### config.mk
export PLATFORM = sky130hd
export DESIGN_NAME = ball_kinematics
export DESIGN_NICKNAME = d
export VERILOG_FILES = /design/src/rtl/ball_kinematics.sv
export SDC_FILE = /design/constraint.sdc
export NUM_CORES = 1
export LEC_CHECK = 0
export BUFFER_PORTS_ARGS = -buffer_cell sky130_fd_sc_hd__buf_4
export CAP_MARGIN = 25
export CORE_ASPECT_RATIO = 1.4
export CORE_MARGIN = 1
export CORE_UTILIZATION = 45
export DETAILED_ROUTE_END_ITERATION = 12
export PLACE_DENSITY = 0.69
export RECOVER_POWER = 50
export SLEW_MARGIN = 0
export SYNTH_ARGS = -nofsm -noshare
export SYNTH_HDL_FRONTEND = slang
export SYNTH_SLANG_ARGS = --single-unit
### constraint.sdc
create_clock -name clk -period 7.8 [get_ports clk]
set_input_delay 0.39 -clock clk [delete_from_list [all_inputs] [get_ports clk]]
set_output_delay 0.39 -clock clk [all_outputs]
set_load 0.01 [all_outputs]
### src/rtl/ball_kinematics.sv
// Per-ball motion state: sub-pixel position and velocity, advanced once per frame
// with rolling friction, border-collision velocity loads and cue strikes.
module ball_kinematics #(
  parameter int INIT_X         = 100,
  parameter int INIT_Y         = 100,
  parameter int MIN_X          = 0,
  parameter int MAX_X          = 607,
  parameter int MIN_Y          = 0,
  parameter int MAX_Y          = 447,
  parameter int FRAC_BITS      = 4,
  parameter int FRICTION_SHIFT = 6
) (
  input  logic               clk,
  input  logic               resetN,
  input  logic               startOfFrame,
  input  logic               collisionOccurred,
  input  logic signed [10:0] ballVelXIn,
  input  logic signed [10:0] ballVelYIn,
  input  logic               strikeValid,
  input  logic signed [10:0] strikeVelX,
  input  logic signed [10:0] strikeVelY,
  output logic               strikeAccepted,
  output logic signed [10:0] ballTopLeftPosX,
  output logic signed [10:0] ballTopLeftPosY,
  output logic signed [10:0] ballVelX,
  output logic signed [10:0] ballVelY,
  output logic               ballMoving
);

  // state | meaning
  // IDLE  | waiting for startOfFrame; only state where a strike can load
  // MOVE  | position += velocity, clamped to the legal box
  // DECAY | friction applied to velocity
  typedef enum logic [1:0] {IDLE, MOVE, DECAY} state_t;

  localparam int PW = 11 + FRAC_BITS;

  localparam logic signed [PW:0] MIN_X_FP = (PW+1)'(MIN_X << FRAC_BITS);
  localparam logic signed [PW:0] MAX_X_FP = (PW+1)'(MAX_X << FRAC_BITS);
  localparam logic signed [PW:0] MIN_Y_FP = (PW+1)'(MIN_Y << FRAC_BITS);
  localparam logic signed [PW:0] MAX_Y_FP = (PW+1)'(MAX_Y << FRAC_BITS);
  localparam logic signed [PW-1:0] INIT_X_FP = PW'(INIT_X << FRAC_BITS);
  localparam logic signed [PW-1:0] INIT_Y_FP = PW'(INIT_Y << FRAC_BITS);
  localparam logic signed [10:0] DECAY_THR = 11'(1 << FRICTION_SHIFT);

  state_t state_q, state_d;
  logic signed [PW-1:0] pos_x_q, pos_x_d, pos_y_q, pos_y_d;
  logic signed [10:0]   vel_x_q, vel_x_d, vel_y_q, vel_y_d;
  logic                 strike_acc_q, strike_acc_d;
  logic                 strike_take;

  // Sum is one bit wider than the position so it can be compared before clamping.
  function automatic logic signed [PW-1:0] step_pos(
    input logic signed [PW-1:0] pos,
    input logic signed [10:0]   vel,
    input logic signed [PW:0]   lo,
    input logic signed [PW:0]   hi
  );
    logic signed [PW:0] sum;
    logic signed [PW-1:0] r;
    sum = {pos[PW-1], pos} + {{(PW+1-11){vel[10]}}, vel};
    if (sum < lo)      r = lo[PW-1:0];
    else if (sum > hi) r = hi[PW-1:0];
    else               r = sum[PW-1:0];
    return r;
  endfunction

  // Small magnitudes step by one so the ball always comes to rest; never crosses zero.
  function automatic logic signed [10:0] decay(input logic signed [10:0] v);
    logic signed [10:0] r;
    if (v == 11'sd0)                           r = v;
    else if ((v >= DECAY_THR) || (v <= -DECAY_THR)) r = v - (v >>> FRICTION_SHIFT);
    else if (v[10])                            r = v + 11'sd1;
    else                                       r = v - 11'sd1;
    return r;
  endfunction

  assign ballMoving  = (vel_x_q != 11'sd0) || (vel_y_q != 11'sd0);
  assign strike_take = (state_q == IDLE) && strikeValid && !ballMoving &&
                       !collisionOccurred && !strike_acc_q;

  always_comb begin
    state_d      = state_q;
    pos_x_d      = pos_x_q;
    pos_y_d      = pos_y_q;
    vel_x_d      = vel_x_q;
    vel_y_d      = vel_y_q;
    strike_acc_d = 1'b0;

    case (state_q)
      IDLE: begin
        if (startOfFrame) state_d = MOVE;
      end
      MOVE: begin
        pos_x_d = step_pos(pos_x_q, vel_x_q, MIN_X_FP, MAX_X_FP);
        pos_y_d = step_pos(pos_y_q, vel_y_q, MIN_Y_FP, MAX_Y_FP);
        state_d = DECAY;
      end
      DECAY: begin
        vel_x_d = decay(vel_x_q);
        vel_y_d = decay(vel_y_q);
        state_d = IDLE;
      end
      default: state_d = IDLE;
    endcase

    // Collision overrides the frame's decay; strikes only ever land in IDLE.
    if (collisionOccurred) begin
      vel_x_d = ballVelXIn;
      vel_y_d = ballVelYIn;
    end else if (strike_take) begin
      vel_x_d      = strikeVelX;
      vel_y_d      = strikeVelY;
      strike_acc_d = 1'b1;
    end
  end

  always_ff @(posedge clk or negedge resetN) begin
    if (!resetN) begin
      state_q      <= IDLE;
      pos_x_q      <= INIT_X_FP;
      pos_y_q      <= INIT_Y_FP;
      vel_x_q      <= '0;
      vel_y_q      <= '0;
      strike_acc_q <= 1'b0;
    end else begin
      state_q      <= state_d;
      pos_x_q      <= pos_x_d;
      pos_y_q      <= pos_y_d;
      vel_x_q      <= vel_x_d;
      vel_y_q      <= vel_y_d;
      strike_acc_q <= strike_acc_d;
    end
  end

  assign strikeAccepted  = strike_acc_q;
  assign ballTopLeftPosX = pos_x_q[PW-1:FRAC_BITS];
  assign ballTopLeftPosY = pos_y_q[PW-1:FRAC_BITS];
  assign ballVelX        = vel_x_q;
  assign ballVelY        = vel_y_q;

endmodule
==> flow_summary_export.csv <==
group,metric,value,unit
outcome,status,"finished with violations",
outcome,violations,"capacitance limit, slew limit",
logic_synthesis,synthAdderAreaFrac,14.1,%
setup_path,regToRegSetupSlack,4.37,ns
setup_path,crit_path_end_kind,"register",
setup_path,cp-start-kind,"register",
die,ios,95,
placement,io_buffers,94,
cts,cts_resized,0,
sta,tns,0,ns
min_path,hold_path_class,"primary input to register",
logic_synthesis,yosys.area.top_type,"dfrtp_1",
die,die_width,94.1,um
placement,dp_slack,4.43,ns
sta,whs,0.362,ns
logic_synthesis,yosys.area.top_type_share,23.0,%
sta,skew,0.00565,ns
logic_synthesis,netlist_instances,648,
logic_synthesis,synthesis.area,0.00534,sq mm
layout,fin_util,52.8,%
layout,drive_above_1_share,15.4,%
grt,grt_max_degree,56,
layout,synthToLayoutAreaGrowth,13.3,%
sta,rsz0062_at_grt,"false",
logic_synthesis,synthFlopType,"dfrtp_1",
logic_synthesis,ys_seq_area_share,25.9,%
sta,maxSlewHeadroom,-104,%
min_path,hp-start,"startOfFrame",
grt,grt_usage,23.1,%
drt,routed_wirelength,13.7,mm
logic_synthesis,synth_nets,755,
logic_synthesis,synthXorXnorAreaFrac,5.08,%
cts,cts_tree,"done",
power,pwr_density_cell,509,mW/mm^2
layout,final_common_cell,"buf_4",
logic_synthesis,synth_top_family_by_area,"compound AO/OA/AOI/OAI gates",
logic_synthesis,synth_compound_area_share,27.3,%
die,core_area,0.0115,sq mm
sta,hold_viol,0,
layout,fillers,1100,
setup_path,ff2ff_path_depth,15,
setup_path,critPathArrivalTime,3.61,ns
logic_synthesis,async_flop_share,100,%
layout,final_nets,813,
drt,wl_per_cell,16.1,um
min_path,min_path_cells,2,
die,die_area,0.0123,sq mm
drt,first_pass_iters,5,
cts,numCtsBuffers,5,
cts,cts_buffer_depth,2,
drt,ant_nets,0,
sta,fmax,292,MHz
logic_synthesis,synthMuxAreaShare,1.55,%
setup_path,r2r-end,"ballVelX[8]",
cts,clk_pin_slew_worst_paths,0.08,ns
sta,worst_pin_slew,3.05,ns
placement,gp_congestion,0.912,
grt,antenna_found_initial,0,
logic_synthesis,avgSynthCellArea,8.24,sq um
setup_path,cp_max_fo,11,
setup_path,worstSetupPathType,"register to register",
sta,slew_violations,56,
placement,place_hpwl,10.6,mm
power,p_leak,0.00271,uW
min_path,hold_path_end,"state_q[0]",
logic_synthesis,ys_seq_elements,55,
die,initial_core_util,46.6,%
cts,holdBufCountCts,0,
power,peakVddDrop,191,uV
grt,grt_pass1_vias,4810,
setup_path,crit-reg2reg-launch,"ballVelX[10]",
layout,seq_area,0.00138,sq mm
logic_synthesis,synth_simple_gate_area_share,19.2,%
layout,diodes,0,
logic_synthesis,yosysUniqueCellTypes,70,
setup_path,required,7.98,ns
layout,multiInputGateArea,0.00359,sq mm
power,power,3080,uW
die,die_h,131,um
logic_synthesis,synth_area_leaders,"dfrtp_1 23%, ha_1 13%, a21oi_1 5.4%",
cts,clock-root-buffer,"clkbuf_16",
logic_synthesis,synth-edff-count,0,
drt,drtIter0Drc,250,
run,drv_cap,1,
cts,clock_latency,0.30,ns
layout,final_cell_mix,"73 x buf_4, 66 x nand2_1, 58 x a21oi_1, 54 x ha_1",
drt,drc_errors,0,
grt,gr-total-overflow,0,
sta,timing.final.ws_setup,4.37,ns
die,placementRows,46,
sta,timing.final.crit_share,43.9,%
cts,clock_sinks,55,
sta,finalSetupViolations,0,
cts,cts.htree.levels,2,
logic_synthesis,synth.yosys.warnings,0,
drt,vias,4963,
sta,fin_crit,3.43,ns
drt,via_per_inst,5.83,
grt,grt_pass1_wl,22.7,mm
cts,post_cts_buffers,0,
[cells in the mapped netlist, types with 7 or more instances]
| cell | number |
|---|---|
| o211ai_1 | 12 |
| nor3_1 | 19 |
| xor2_1 | 13 |
| clkbuf_1 | 14 |
| o21ai_0 | 51 |
| a21o_1 | 9 |
| ha_1 | 54 |
| a22o_1 | 7 |
| nand3_1 | 10 |
| xnor2_1 | 18 |
| inv_1 | 22 |
| a21oi_1 | 58 |
| nor2_1 | 51 |
| o21a_1 | 9 |
| dfrtp_1 | 49 |
| nand2b_1 | 14 |
| nor2b_1 | 10 |
| nand2_1 | 66 |
| o31ai_1 | 9 |
| buf_4 | 22 |
| a211oi_1 | 8 |
[power by group]
part	internal (uW)	total, uW	switching [uW]
Sequential	414	603	189
Combinational	979	2240	1260
Clock	119	236	117
Total	1510	3080	1570
[critical path, stage by stage (launching register included)]
cell	delay, ns
dfrtp_1	0.60
inv_1	0.26
ha_1	0.25
nand2_1	0.06
o21ai_0	0.10
a21o_1	0.18
ha_1	0.20
fa_1	0.37
nor2b_1	0.16
o21a_1	0.14
o21ai_0	0.10
a21oi_1	0.33
or4_1	0.17
a21oi_1	0.06
o31ai_1	0.22
o21ai_0	0.11
[stage by stage]
step | cells | instance area, sq um
floorplan | 648 | 5340
global placement | 842 | 5970
detailed placement | 843 | 5990
CTS | 851 | 6140
global route | 851 | 6050
finish | 851 | 6050
[metal layers]
layer	track usage (%)	part of all wire, %	vias to the layer above	routed length (um)
met5	0	0	-	0
li1	-	-	2475	-
met4	8.24	2.4	0	323
met2	40.2	50	136	6830
met1	29.6	43	2327	5920
met3	2.49	4.7	25	648
[sequential cells by signal, summed over array words and instances (netlist names)]
| signal | count |
|---|---|
| ballVelX | 11 |
| ballVelY | 11 |
| pos_x_q | 15 |
| pos_y_q | 15 |
| state_q | 2 |
| strikeAccepted | 1 |
[cell type report]
cell class	count	share of cell area, %
Timing Repair Buffer	97	10.9
Multi-Input combinational cell	524	59.4
Clock inverter	3	0.331
Inverter	23	1.43
Clock buffer	5	2.07
Sequential cell	55	22.9
Tap cell	144	2.98
[how the worst max path moves through the flow]
stage | cells past startpoint | to | startpoint | slack, ns
2_1_floorplan | 15 | ballVelX[8] | ballVelX[10] | 4.84
3_3_place_gp | 8 | ballVelY[8] | ballVelX[10] | 4.45
3_5_place_dp | 15 | ballVelX[8] | ballVelX[10] | 4.43
4_1_cts | 15 | ballVelX[8] | ballVelX[10] | 4.37
5_1_grt | 15 | ballVelX[8] | ballVelX[10] | 4.05
6_report | 15 | ballVelX[8] | ballVelX[10] | 4.37
[logic make-up (layout without fill, tap and decap cells)]
| logic type | count (synthesis) | after routing |
|---|---|---|
| compound gates | 217 | 217 |
| simple gates | 210 | 210 |
| buf+inv | 69 | 128 |
| fa+ha+maj | 58 | 58 |
| flops | 55 | 55 |
| xor+xnor | 31 | 31 |
| mux | 8 | 8 |
Note: power is estimated with default switching activity, not from simulation.
